[config.mk]
export PLATFORM = sky130hd
export DESIGN_NAME = uart_tx_fifo_hs
export DESIGN_NICKNAME = d
export VERILOG_FILES = /design/src/rtl/uart_tx_fifo_hs.sv
export SDC_FILE = /design/constraint.sdc
export NUM_CORES = 1
export LEC_CHECK = 0
export ABC_CLOCK_PERIOD_IN_PS = 3100
export CAP_MARGIN = 20
export CORE_MARGIN = 2
export CORE_UTILIZATION = 45
export DETAILED_ROUTE_END_ITERATION = 12
export PLACE_DENSITY = 0.73
export SETUP_SLACK_MARGIN = 0.4
export SYNTH_ARGS = -nofsm -noshare
export SYNTH_HDL_FRONTEND = slang
export SYNTH_SLANG_ARGS = --single-unit
[constraint.sdc]
create_clock -name clk -period 3.1 [get_ports clk]
set_input_delay 0.62 -clock clk [delete_from_list [all_inputs] [get_ports clk]]
set_output_delay 0.62 -clock clk [all_outputs]
set_load 0.01 [all_outputs]
[src/rtl/uart_tx_fifo_hs.sv]
// uart_tx_fifo_hs: LSU-to-UART TX circular buffer with a
// first-word-fall-through valid/ready read side.
module uart_tx_fifo_hs #(
  parameter int DATA_WIDTH    = 8,
  parameter int DEPTH         = 64,
  parameter int AFULL_THRESH  = DEPTH - 4,
  parameter int AEMPTY_THRESH = 4
) (
  input  logic                       clk,
  input  logic                       rst_n,
  input  logic                       flush,
  input  logic [DATA_WIDTH-1:0]      wr_data,
  input  logic                       wr_en,
  output logic                       full,
  output logic                       almost_full,
  output logic [DATA_WIDTH-1:0]      rd_data,
  output logic                       rd_valid,
  input  logic                       rd_ready,
  output logic                       empty,
  output logic                       almost_empty,
  output logic [$clog2(DEPTH+1)-1:0] level,
  output logic                       overflow,
  input  logic                       overflow_clr
);

  localparam int AW = $clog2(DEPTH);
  localparam int LW = $clog2(DEPTH + 1);

  localparam logic [LW-1:0] LV_FULL = LW'(DEPTH);
  localparam logic [LW-1:0] LV_AF   = LW'(AFULL_THRESH);
  localparam logic [LW-1:0] LV_AE   = LW'(AEMPTY_THRESH);
  localparam logic [LW-1:0] LV_ONE  = LW'(1);
  localparam logic [AW-1:0] PT_ONE  = AW'(1);

  logic [DATA_WIDTH-1:0] mem [DEPTH];
  logic [AW-1:0]         wr_ptr;
  logic [AW-1:0]         rd_ptr;
  logic                  push;
  logic                  pop;

  // Flags are plain compares of the registered occupancy.
  assign full         = (level == LV_FULL);
  assign empty        = (level == '0);
  assign almost_full  = (level >= LV_AF);
  assign almost_empty = (level <= LV_AE);
  assign rd_valid     = ~empty;

  // Flush wins over both sides; full/empty gate on registered state.
  assign push = wr_en & ~full & ~flush;
  assign pop  = rd_valid & rd_ready & ~flush;

  // Head of queue falls through without a read cycle.
  assign rd_data = mem[rd_ptr];

  // Storage array, intentionally left unreset.
  always_ff @(posedge clk) begin
    if (push) mem[wr_ptr] <= wr_data;
  end

  // Read and write pointers wrap naturally at DEPTH.
  always_ff @(posedge clk or negedge rst_n) begin
    if (!rst_n) begin
      wr_ptr <= '0;
      rd_ptr <= '0;
    end else if (flush) begin
      wr_ptr <= '0;
      rd_ptr <= '0;
    end else begin
      if (push) wr_ptr <= wr_ptr + PT_ONE;
      if (pop)  rd_ptr <= rd_ptr + PT_ONE;
    end
  end

  // Occupancy counter kept independently of the pointers.
  always_ff @(posedge clk or negedge rst_n) begin
    if (!rst_n) begin
      level <= '0;
    end else if (flush) begin
      level <= '0;
    end else begin
      unique case ({push, pop})
        2'b10:   level <= level + LV_ONE;
        2'b01:   level <= level - LV_ONE;
        default: level <= level;
      endcase
    end
  end

  // Sticky overflow; a same-cycle set beats the clear.
  always_ff @(posedge clk or negedge rst_n) begin
    if (!rst_n) begin
      overflow <= 1'b0;
    end else if (wr_en & full & ~flush) begin
      overflow <= 1'b1;
    end else if (overflow_clr) begin
      overflow <= 1'b0;
    end
  end

endmodule

---- Yosys cells after proc, flatten, opt, wreduce, memory -nomap -nowiden ----
Memory sizes are Yosys's and may differ from the RTL's.
Index checks and enable logic that the tools add are counted.
word-level totals
  register bits after elaboration ......... 20
  output and inout bits ................... 21
  memory bits (writable) .................. 512
  input bits .............................. 14
  memories kept ........................... 1
  logic and storage cells ................. 38
memories
  memory  words  bits a word  read ports  clocked after memory_dff  write ports  line  RTL
  mem     64     8            1           0                         1            35    logic [DATA_WIDTH-1:0] mem [DEPTH];
operators by class
  $add $sub $neg .......................... 4
  order comparisons ....................... 2
  reduce and logical (&&, ||, !) cells .... 5
  equality and inequality tests ........... 3
  bitwise logic cells ..................... 9
  multiplexer cells ....................... 10
operators with widths
  kind                 number
  $mux 6               4
  $pmux 7 s2           1
  $add 6x1->6 const B  2
  $add 7x1->7 const B  1
  $eq 7x7->1 const B   1
  $ge 7x6->1 const B   1
  $le 7x3->1 const B   1
  $logic_not 7->1      1
  $mux 7               1
  $sub 7x1->7 const B  1
  $and 1x1->1          6
  $reduce_bool 2->1    3
  $mux 1               4
  $not 1->1            3
  $reduce_bool 3->1    1
  $eq 2x1->1 const B   1
  $eq 2x2->1 const B   1

---- Depth between registers and ports, before layout ----
Gate-level depths: netlist of the first run.
  depth in word-level cells ............... 7
  depth in mapped cells ................... 10
  depth with buffers taken out ............ 9

---- Worst setup path before layout of the first run ----
Ideal clock, no wire load.
  path kind ............................... reg2reg
  from .................................... reg level[0]
  to ...................................... reg level[6]
  period minus slack after synthesis ...... 3.431 ns
  path buffers ............................ 1
  setup time .............................. 0.125 ns
  cell stages (with the launch flop) ...... 11
  arrival time ............................ 3.306 ns
  slack ................................... -0.331 ns
  required time ........................... 2.975 ns
  cells stage by stage .................... dfrtp_1 > or4_4 > o21a_1 > buf_2 > nor3_1 > ha_1 > a211oi_1 > o21bai_1 > a21oi_1 > mux2i_1 > mux2_2
on the way
  longest elaborated chain between the ends .. 7
  elaborated cells on any way between the ends .. 15
  those cells by class .................... 2 x add/sub; 3 x eq/ne; 2 x mux; 6 x bitwise; 2 x reduce/logical
RTL lines
  element                                               line    RTL
  start, declared                                       21      output logic [$clog2(DEPTH+1)-1:0] level,
  start signal, assigned                                82      2'b10: level <= level + LV_ONE;
  start signal, assigned                                83      2'b01: level <= level - LV_ONE;
  start signal, assigned                                84      default: level <= level;
  $eq 7x7->1 / $logic_not 7->1 (equally long branches)  42, 43
  $not 1->1, on equally long branches                   49, 46
  $and 1x1->1, on equally long branches (2 in series)   49, 50
  $eq 2x1->1 / $eq 2x2->1 (equally long branches)       81      unique case ({push, pop})
  $pmux 7 s2                                            81
  $mux 7                                                78      end else if (flush) begin
Several ways; a longest one is shown, not always the timed one.
A chain may end at the register's enable or synchronous reset.

---- Final worst setup path of the first run ----
  from .................................... reg rd_ptr[0]
  to ...................................... out rd_data[5]
on the way
  longest elaborated chain between the ends .. 1
RTL lines
  element                 line  RTL
  start, declared         37    logic [AW-1:0] rd_ptr;
  start signal, assigned  70    if (pop) rd_ptr <= rd_ptr + PT_ONE;
  $mem_v2 64x8            -
  end, declared           16    output logic [DATA_WIDTH-1:0] rd_data,
No other way between the ends.

==> results of run 1 <==
## worst paths after layout
| kind | start | endpoint | cells past startpoint |
|---|---|---|---|
| min reg2reg | overflow | overflow | 2 |
| min in group asynchronous | rst_n | overflow | 1 |
| max in group asynchronous | rst_n | wr_ptr[2] | 2 |
| max | rd_ptr[0] | rd_data[5] | 9 |
| min | wr_data[7] | mem[46][7] | 1 |
| max reg2reg | level[3] | level[6] | 11 |
## what timing repair did
item                                    in CTS  in global routing
resized for setup                          108                 47
gates cloned                                 5                  0
hold endpoints to repair                     0                  0
pin swaps                                   40                 19
setup buffers                               18                 10
endpoints found under the setup margin      16                 61
## layer usage
layer	global-route usage [%]	routed length, µm
met2	32.1	23300
met1	27.1	18200
met3	4.11	4370
met5	0	27
met4	6.87	1240
## registers in the layout, indices dropped and copies added, names as in the netlist
signal / cells
rd_ptr: 6
overflow: 1
level: 7
mem: 512
wr_ptr: 6
## kinds of logic after synthesis
family	count (synthesis)	share of synthesized area (%)
adder cells (fa/ha/maj)	8	0.513
flip-flops	532	75.6
AND/OR/NAND/NOR	172	3.70
AO/OA/AOI/OAI	81	2.68
multiplexers	148	15.4
XOR/XNOR	14	0.674
buffers and inverters	58	1.37
## final cells by class
cell class                      instances  area share [%]
Sequential cell                       532            61.8
Tap cell                              607            2.96
Clock buffer                           59            5.20
Multi-Input combinational cell        423            20.4
Inverter                                3          0.0438
Clock inverter                         33            1.32
Timing Repair Buffer                  222            8.26
## through the flow
| step | setup TNS [ns] | utilization, % |
|---|---|---|
| CTS | -4.42 | 54.8 |
| floorplan | 0 | - |
| global placement | -2.87 | 50.0 |
| finish | -4.06 | 55.5 |
| global route | -4.46 | 55.5 |
| detailed placement | -3.91 | 50.0 |
## where the power goes
part           internal (W)  switching, W  total (W)  leakage [nW]
combinational       0.00209       0.00167    0.00377          2.60
clock               0.00365       0.00256    0.00622         0.814
sequential          0.00794     0.0000610    0.00800          4.87
total                0.0137       0.00430     0.0180          8.28
## worst reg2reg max path: stages (launching register included)
cell      delay [ns]
dfrtp_2         0.40
or4_4           0.57
o21ai_4         0.19
nor3_4          0.07
buf_12          0.14
buf_6           0.11
fa_2            0.34
a211oi_2        0.25
o21bai_1        0.10
a21oi_2         0.17
mux2i_1         0.21
mux2_2          0.34
## cell usage in the layout (no fill, tap or decap), types with 5 or more instances in the layout
| master | instances |
|---|---|
| a22oi_1 | 5 |
| mux2i_1 | 5 |
| buf_16 | 9 |
| dfrtp_1 | 15 |
| buf_4 | 149 |
| nand3_1 | 6 |
| buf_6 | 16 |
| o21ai_0 | 6 |
| nor2_1 | 91 |
| clkdlybuf4s50_1 | 14 |
| buf_12 | 16 |
| edfxtp_1 | 512 |
| a21oi_1 | 5 |
| a22oi_2 | 11 |
| a21oi_2 | 8 |
| clkinv_1 | 12 |
| o21ai_1 | 8 |
| clkinv_2 | 9 |
| xnor2_1 | 5 |
| bufinv_16 | 7 |
| xor2_1 | 6 |
| clkbuf_1 | 5 |
| nor2b_1 | 6 |
| nor3_1 | 10 |
| mux4_2 | 140 |
| o32ai_2 | 6 |
| buf_2 | 14 |
| clkbuf_16 | 51 |
| nand2_1 | 18 |
==> key figures, run 1 <==
Global routing
  – Global-route usage over all layers: 19.9%
  – First-pass GRT wire length: 69.4 mm
  – Vias in the first global route: 11000
  – Grt ovf: 0
  – Largest net degree at the start of global routing: 65
  – Initial antenna violation count: 2

Clock tree
  – Clk sink count: 532
  – Num CTS Buffers: 50
  – CTS tree: done
  – Hold bufs inserted after CTS: 0
  – CTS clk-pin slew, worst paths: 0.07 ns
  – H-tree level count: 2
  – Longest Clk Path Bufs: 3
  – Clk_lat worst skew: 0.59 ns
  – Root buffer cell: clkbuf_16

Critical path
  – Crit-path slowest cell: dfrtp_4
  – Worst path top cell family by delay: multiplexers
  – R2R Setup Slk: 0.09 ns
  – Required time of the critical path: 2.48 ns
  – Crit-path max cell delay: 0.51 ns
  – Setup Crit Path Kind: register to primary output
  – Cells along the critical path: buf_6 > buf_16 > buf_16 > buf_4 > mux4_2 > mux4_2 > o21ai_1 > nor2_4 > buf_6
  – CP Buf/Inv Count: 5
  – Startpoint Class: register
  – CP max FO: 12
  – Worst Path Arrival: 3.03 ns
  – CP endpoint kind: primary output

Floorplanning
  – IO Pins: 35
  – Die height: 220 µm
  – Full die area: 0.0484 mm²
  – Die width: 220 µm
  – Std-Cell Rows: 79
  – Initial Util: 45.4%
  – Core footprint: 0.0463 mm²

Power and ir drop
  – Pwr Density: 700 mW/mm²
  – Pleak: 8.28 nW
  – Peak VDD IR: 0.000626 V
  – Power Total: 0.0180 W

STA
  – Slew @ Worst Pin: 0.836 ns
  – Post-route minimum period: 3.65 ns
  – Tcrit/Tclk final: 118%
  – RSZ-0062 raised after global routing: true
  – Setup Skew: 0.0368 ns
  – FMAX: 274 MHz
  – Final WS setup: -0.553 ns
  – Hold Fails Final Rpt: 0
  – Slew Limit Headroom: 44.1%
  – Hold_ws: 0.425 ns
  – Setup violators final: 8
  – Slew Viols, Final: 0

Drt
  – Routed wire length: 47.2 mm
  – DRT antenna net count: 0
  – DR pass1 iterations: 5
  – # DRC: 0
  – Routed vias/inst: 5.79
  – Wire per inst: 25.1 µm
  – Initial DRC count: 1157
  – Vias: 10900

Min path
  – Worst hold path class: primary input to register

Yosys
  – Synth top area share: 73.3%
  – Prevailing post-synth register cell: edfxtp_1
  – Syn Area/Cell: 20.7 µm²
  – Synth Warn #: 0
  – Sequential area share after synthesis: 75.6%
  – Main area contributors after synthesis: edfxtp_1 (73%), mux4_2 (15%), dfrtp_1 (2.4%)
  – Count leader, synth: edfxtp_1
  – Synth unique cells: 48
  – Post-synth net total: 1035
  – Yosys reg bits: 532
  – Synth area leader: edfxtp_1
  – Mapped Cells: 1013
  – EDFF count, synth: 512
  – Synth cell count leaders: edfxtp_1 (512), mux4_2 (140), nor2_1 (97), nand2_1 (21), dfrtp_1 (20)
  – Syn Std Cell Area: 0.0210 mm²
  – Async SR Flop Fraction: 3.76%

Cells and area
  – Reg area: 0.0159 mm²
  – Share of cells above drive strength 1: 39.5%
  – Final non-filler cell area: 0.0257 mm²
  – Diodes inserted: 0
  – Finished Layout Cells: 1879
  – Final #Nets: 1254
  – Fill count: 3401
  – Multi-input logic area: 0.00524 mm²
  – Area delta synth->final: 22.4%

Placed design
  – Dpl hpwl: 29.0 mm
  – Placer Congestion: 0.821
  – Pre-CTS setup slack: -0.406 ns
  – Placed cell area: 0.0231 mm²
  – I/O Buffers: 34
  – Placed cells: 1752

Status
  – Status: finished with violations
  – Violated checks: negative setup slack

Flow run
  – Max Cap Violations: 0
Note: power is estimated with default switching activity, not from simulation.
==> inputs of run 2 (changes only) <==
--- a/config.mk
+++ b/config.mk
@@ -7,6 +7,7 @@
 export LEC_CHECK = 0
 export ABC_CLOCK_PERIOD_IN_PS = 3100
 export CAP_MARGIN = 20
+export CORE_ASPECT_RATIO = 0.75
 export CORE_MARGIN = 2
 export CORE_UTILIZATION = 45
 export DETAILED_ROUTE_END_ITERATION = 12
==> run 2 against run 1 <==
Effect of this change:
- clock skew is 0.025 ns lower
- the run still ends with negative setup slack left
- worst hold slack better by 0.046 ns
- core utilization is 0.51 points lower
- cell area is 1.4% lower
- register-to-register slack better by 0.08 ns
- critical path depth is 1 higher
- via count is 0.25% higher
- final cell count hardly changed
- total power is 3.2% lower
- global-route usage is 0.58 points higher
- sequential cell count stayed put
==> key figures, run 2 (synthesized netlist as in run 1, its figures left out) <==
Status
  – Status: finished with violations (unchanged)
  – Violated checks: negative setup slack (unchanged)

Global routing
  – Global-route usage over all layers: 20.4% (was 19.9%)
  – Vias in the first global route: 11000 (about the same)
  – Largest net degree at the start of global routing: 65 (unchanged)
  – Initial antenna violation count: 1 (was 2)
  – Grt ovf: 0 (unchanged)
  – First-pass GRT wire length: 72.5 mm (was 69.4 mm)

Cells and area
  – Share of cells above drive strength 1: 37.2% (was 39.5%)
  – Most frequent cells in the layout: edfxtp_1 (512), mux4_2 (140), buf_4 (138) (was edfxtp_1 (512), buf_4 (149), mux4_2 (140))
  – Largest regs: mem x512, level x7 (unchanged)
  – Max reg flops: 512 (unchanged)
  – Finished Layout Cells: 1878 (was 1879)
  – Area delta synth->final: 20.7% (was 22.4%)
  – Diodes inserted: 0 (unchanged)
  – Top reg by flops: mem (unchanged)
  – Commonest non-fill, non-tap cell in the layout: edfxtp_1 (unchanged)
  – Final #Nets: 1237 (was 1254)
  – Final non-filler cell area: 0.0253 mm² (was 0.0257 mm²)

Drt
  – Wire per inst: 25.5 µm (was 25.1 µm)
  – DRT antenna net count: 0 (unchanged)
  – # DRC: 0 (unchanged)
  – Routed vias/inst: 5.81 (was 5.79)
  – DR pass1 iterations: 7 (was 5)
  – Vias: 10900 (about the same)
  – Routed wire length: 48.0 mm (was 47.2 mm)
  – Initial DRC count: 1266 (was 1157)

Placed design
  – Placer Congestion: 0.847 (was 0.821)
  – Placed cell area: 0.0232 mm² (was 0.0231 mm²)
  – Placed cells: 1769 (was 1752)
  – Dpl hpwl: 30.3 mm (was 29.0 mm)
  – I/O Buffers: 34 (unchanged)

Critical path
  – CP endpoint kind: primary output (unchanged)
  – Worst Path Arrival: 3.12 ns (was 3.03 ns)
  – Reg2reg path depth: 10 (was 11)
  – Startpoint Class: register (unchanged)
  – CP max FO: 7 (was 12)
  – Setup Crit Path Kind: register to primary output (unchanged)
  – Required time of the critical path: 2.48 ns (about the same)

Power and ir drop
  – Pleak: 8.09 nW (was 8.28 nW)
  – Pwr Density: 687 mW/mm² (was 700 mW/mm²)
  – Peak VDD IR: 0.000491 V (was 0.000626 V)

STA
  – Setup violators final: 8 (unchanged)
  – FMAX: 268 MHz (was 274 MHz)
  – RSZ-0062 raised after global routing: true (unchanged)
  – Setup Skew: 0.0122 ns (was 0.0368 ns)
  – Slew Limit Headroom: 27.6% (was 44.1%)
  – Total negative slack: -4.81 ns (was -4.06 ns)
  – Post-route minimum period: 3.74 ns (was 3.65 ns)
  – Final WS setup: -0.638 ns (was -0.553 ns)
  – Slew @ Worst Pin: 1.08 ns (was 0.836 ns)
  – Hold Fails Final Rpt: 0 (unchanged)
  – Slew Viols, Final: 0 (unchanged)
  – Tcrit/Tclk final: 121% (was 118%)

Floorplanning
  – Die width: 253 µm (was 220 µm)
  – IO Pins: 35 (unchanged)
  – Die height: 191 µm (was 220 µm)
  – Initial Util: 45.6% (was 45.4%)
  – Std-Cell Rows: 68 (was 79)
  – Full die area: 0.0484 mm² (about the same)
  – Core footprint: 0.0460 mm² (was 0.0463 mm²)

Clock tree
  – H-tree level count: 2 (unchanged)
  – CTS clk-pin slew, worst paths: 0.06 ns (was 0.07 ns)
  – Clk sink count: 532 (unchanged)
  – Num CTS Buffers: 48 (was 50)
  – Clk_lat worst skew: 0.57 ns (was 0.59 ns)
  – Root buffer cell: clkbuf_16 (unchanged)
  – CTS tree: done (unchanged)
  – Longest Clk Path Bufs: 3 (unchanged)

Min path
  – Hold Path Stages: 1 (unchanged)
  – Worst hold path class: primary input to register (unchanged)

Flow run
  – Max Cap Violations: 0 (unchanged)
run 2: cell count changes in the layout (fill, tap and decap cells not counted), moves of 5 or more:
cell,before,now
a22oi_1,5,10
a22oi_2,11,6
buf_16,9,3
a21oi_1,5,10
buf_12,16,22
buf_4,149,138
run 2: routing by layer:
layer  share of wire, %  vias to the layer above  global-route usage (%)
li1                   -                     4593                       -
met1                 43                     5706                    31.1
met2                 46                      530                    30.8
met3                9.6                       77                    3.83
met4                2.0                        0                    4.80
met5                  0                        -                       0
run 2: report_power, final:
| group | leakage, nW | total, W | switching [W] | internal [W] |
|---|---|---|---|---|
| clock network | 0.720 | 0.00575 | 0.00254 | 0.00321 |
| logic | 2.51 | 0.00365 | 0.00167 | 0.00199 |
| registers | 4.87 | 0.00800 | 0.0000604 | 0.00794 |
run 2: final cells by class:
type | instances | area (µm²)
Clock buffer | 56 | 1250
Multi-Input combinational cell | 423 | 5180
Timing Repair Buffer | 207 | 1980
Clock inverter | 27 | 231
Inverter | 3 | 11.3
Fill cell | 3425 | 20700
Sequential cell | 532 | 15900
Tap cell | 630 | 788
run 2: through the flow:
| stage | setup WS [ns] | total power (W) | hold WS, ns | util [%] |
|---|---|---|---|---|
| after floorplan | 0.0726 | 0.0101 | 0.324 | - |
| after global placement | -0.468 | 0.0113 | 0.550 | 50.3 |
| after detailed placement | -0.479 | 0.0113 | 0.534 | 50.3 |
| after CTS | -0.660 | 0.0174 | 0.452 | 54.7 |
| after global routing | -0.690 | 0.0180 | 0.461 | 55.0 |
| final | -0.638 | 0.0174 | 0.471 | 55.0 |
run 2: worst paths after layout:
kind / to / slack (ns) / from
hold reg to reg: overflow / 0.56 / overflow
setup / recovery: rd_data[2] / -0.64 / rd_ptr[0]
setup reg to reg: level[6] / 0.17 / level[0]
max in group asynchronous: rd_ptr[0] / 1.83 / rst_n
hold / removal: mem[48][0] / 0.47 / wr_data[0]
min in group asynchronous: level[0] / 0.58 / rst_n
run 2: worst max-delay path: stages (launching register included):
cell and delay (ns):
dfrtp_4 0.51, buf_6 0.14, buf_12 0.14, buf_12 0.14, buf_4 0.13, mux4_2 0.46
mux4_2 0.53, o32ai_2 0.15, buf_4 0.19, nor2_4 0.04, buf_6 0.12
run 2: timing repair:
item / CTS / global route
endpoints found under the setup margin: 16 / 16
hold endpoints to repair: 0 / 0
buffers inserted: 21 / 1
hold buffers: 0 / 0
gates cloned: 2 / 0
gates resized for setup: 111 / 19
pin swaps: 30 / 18
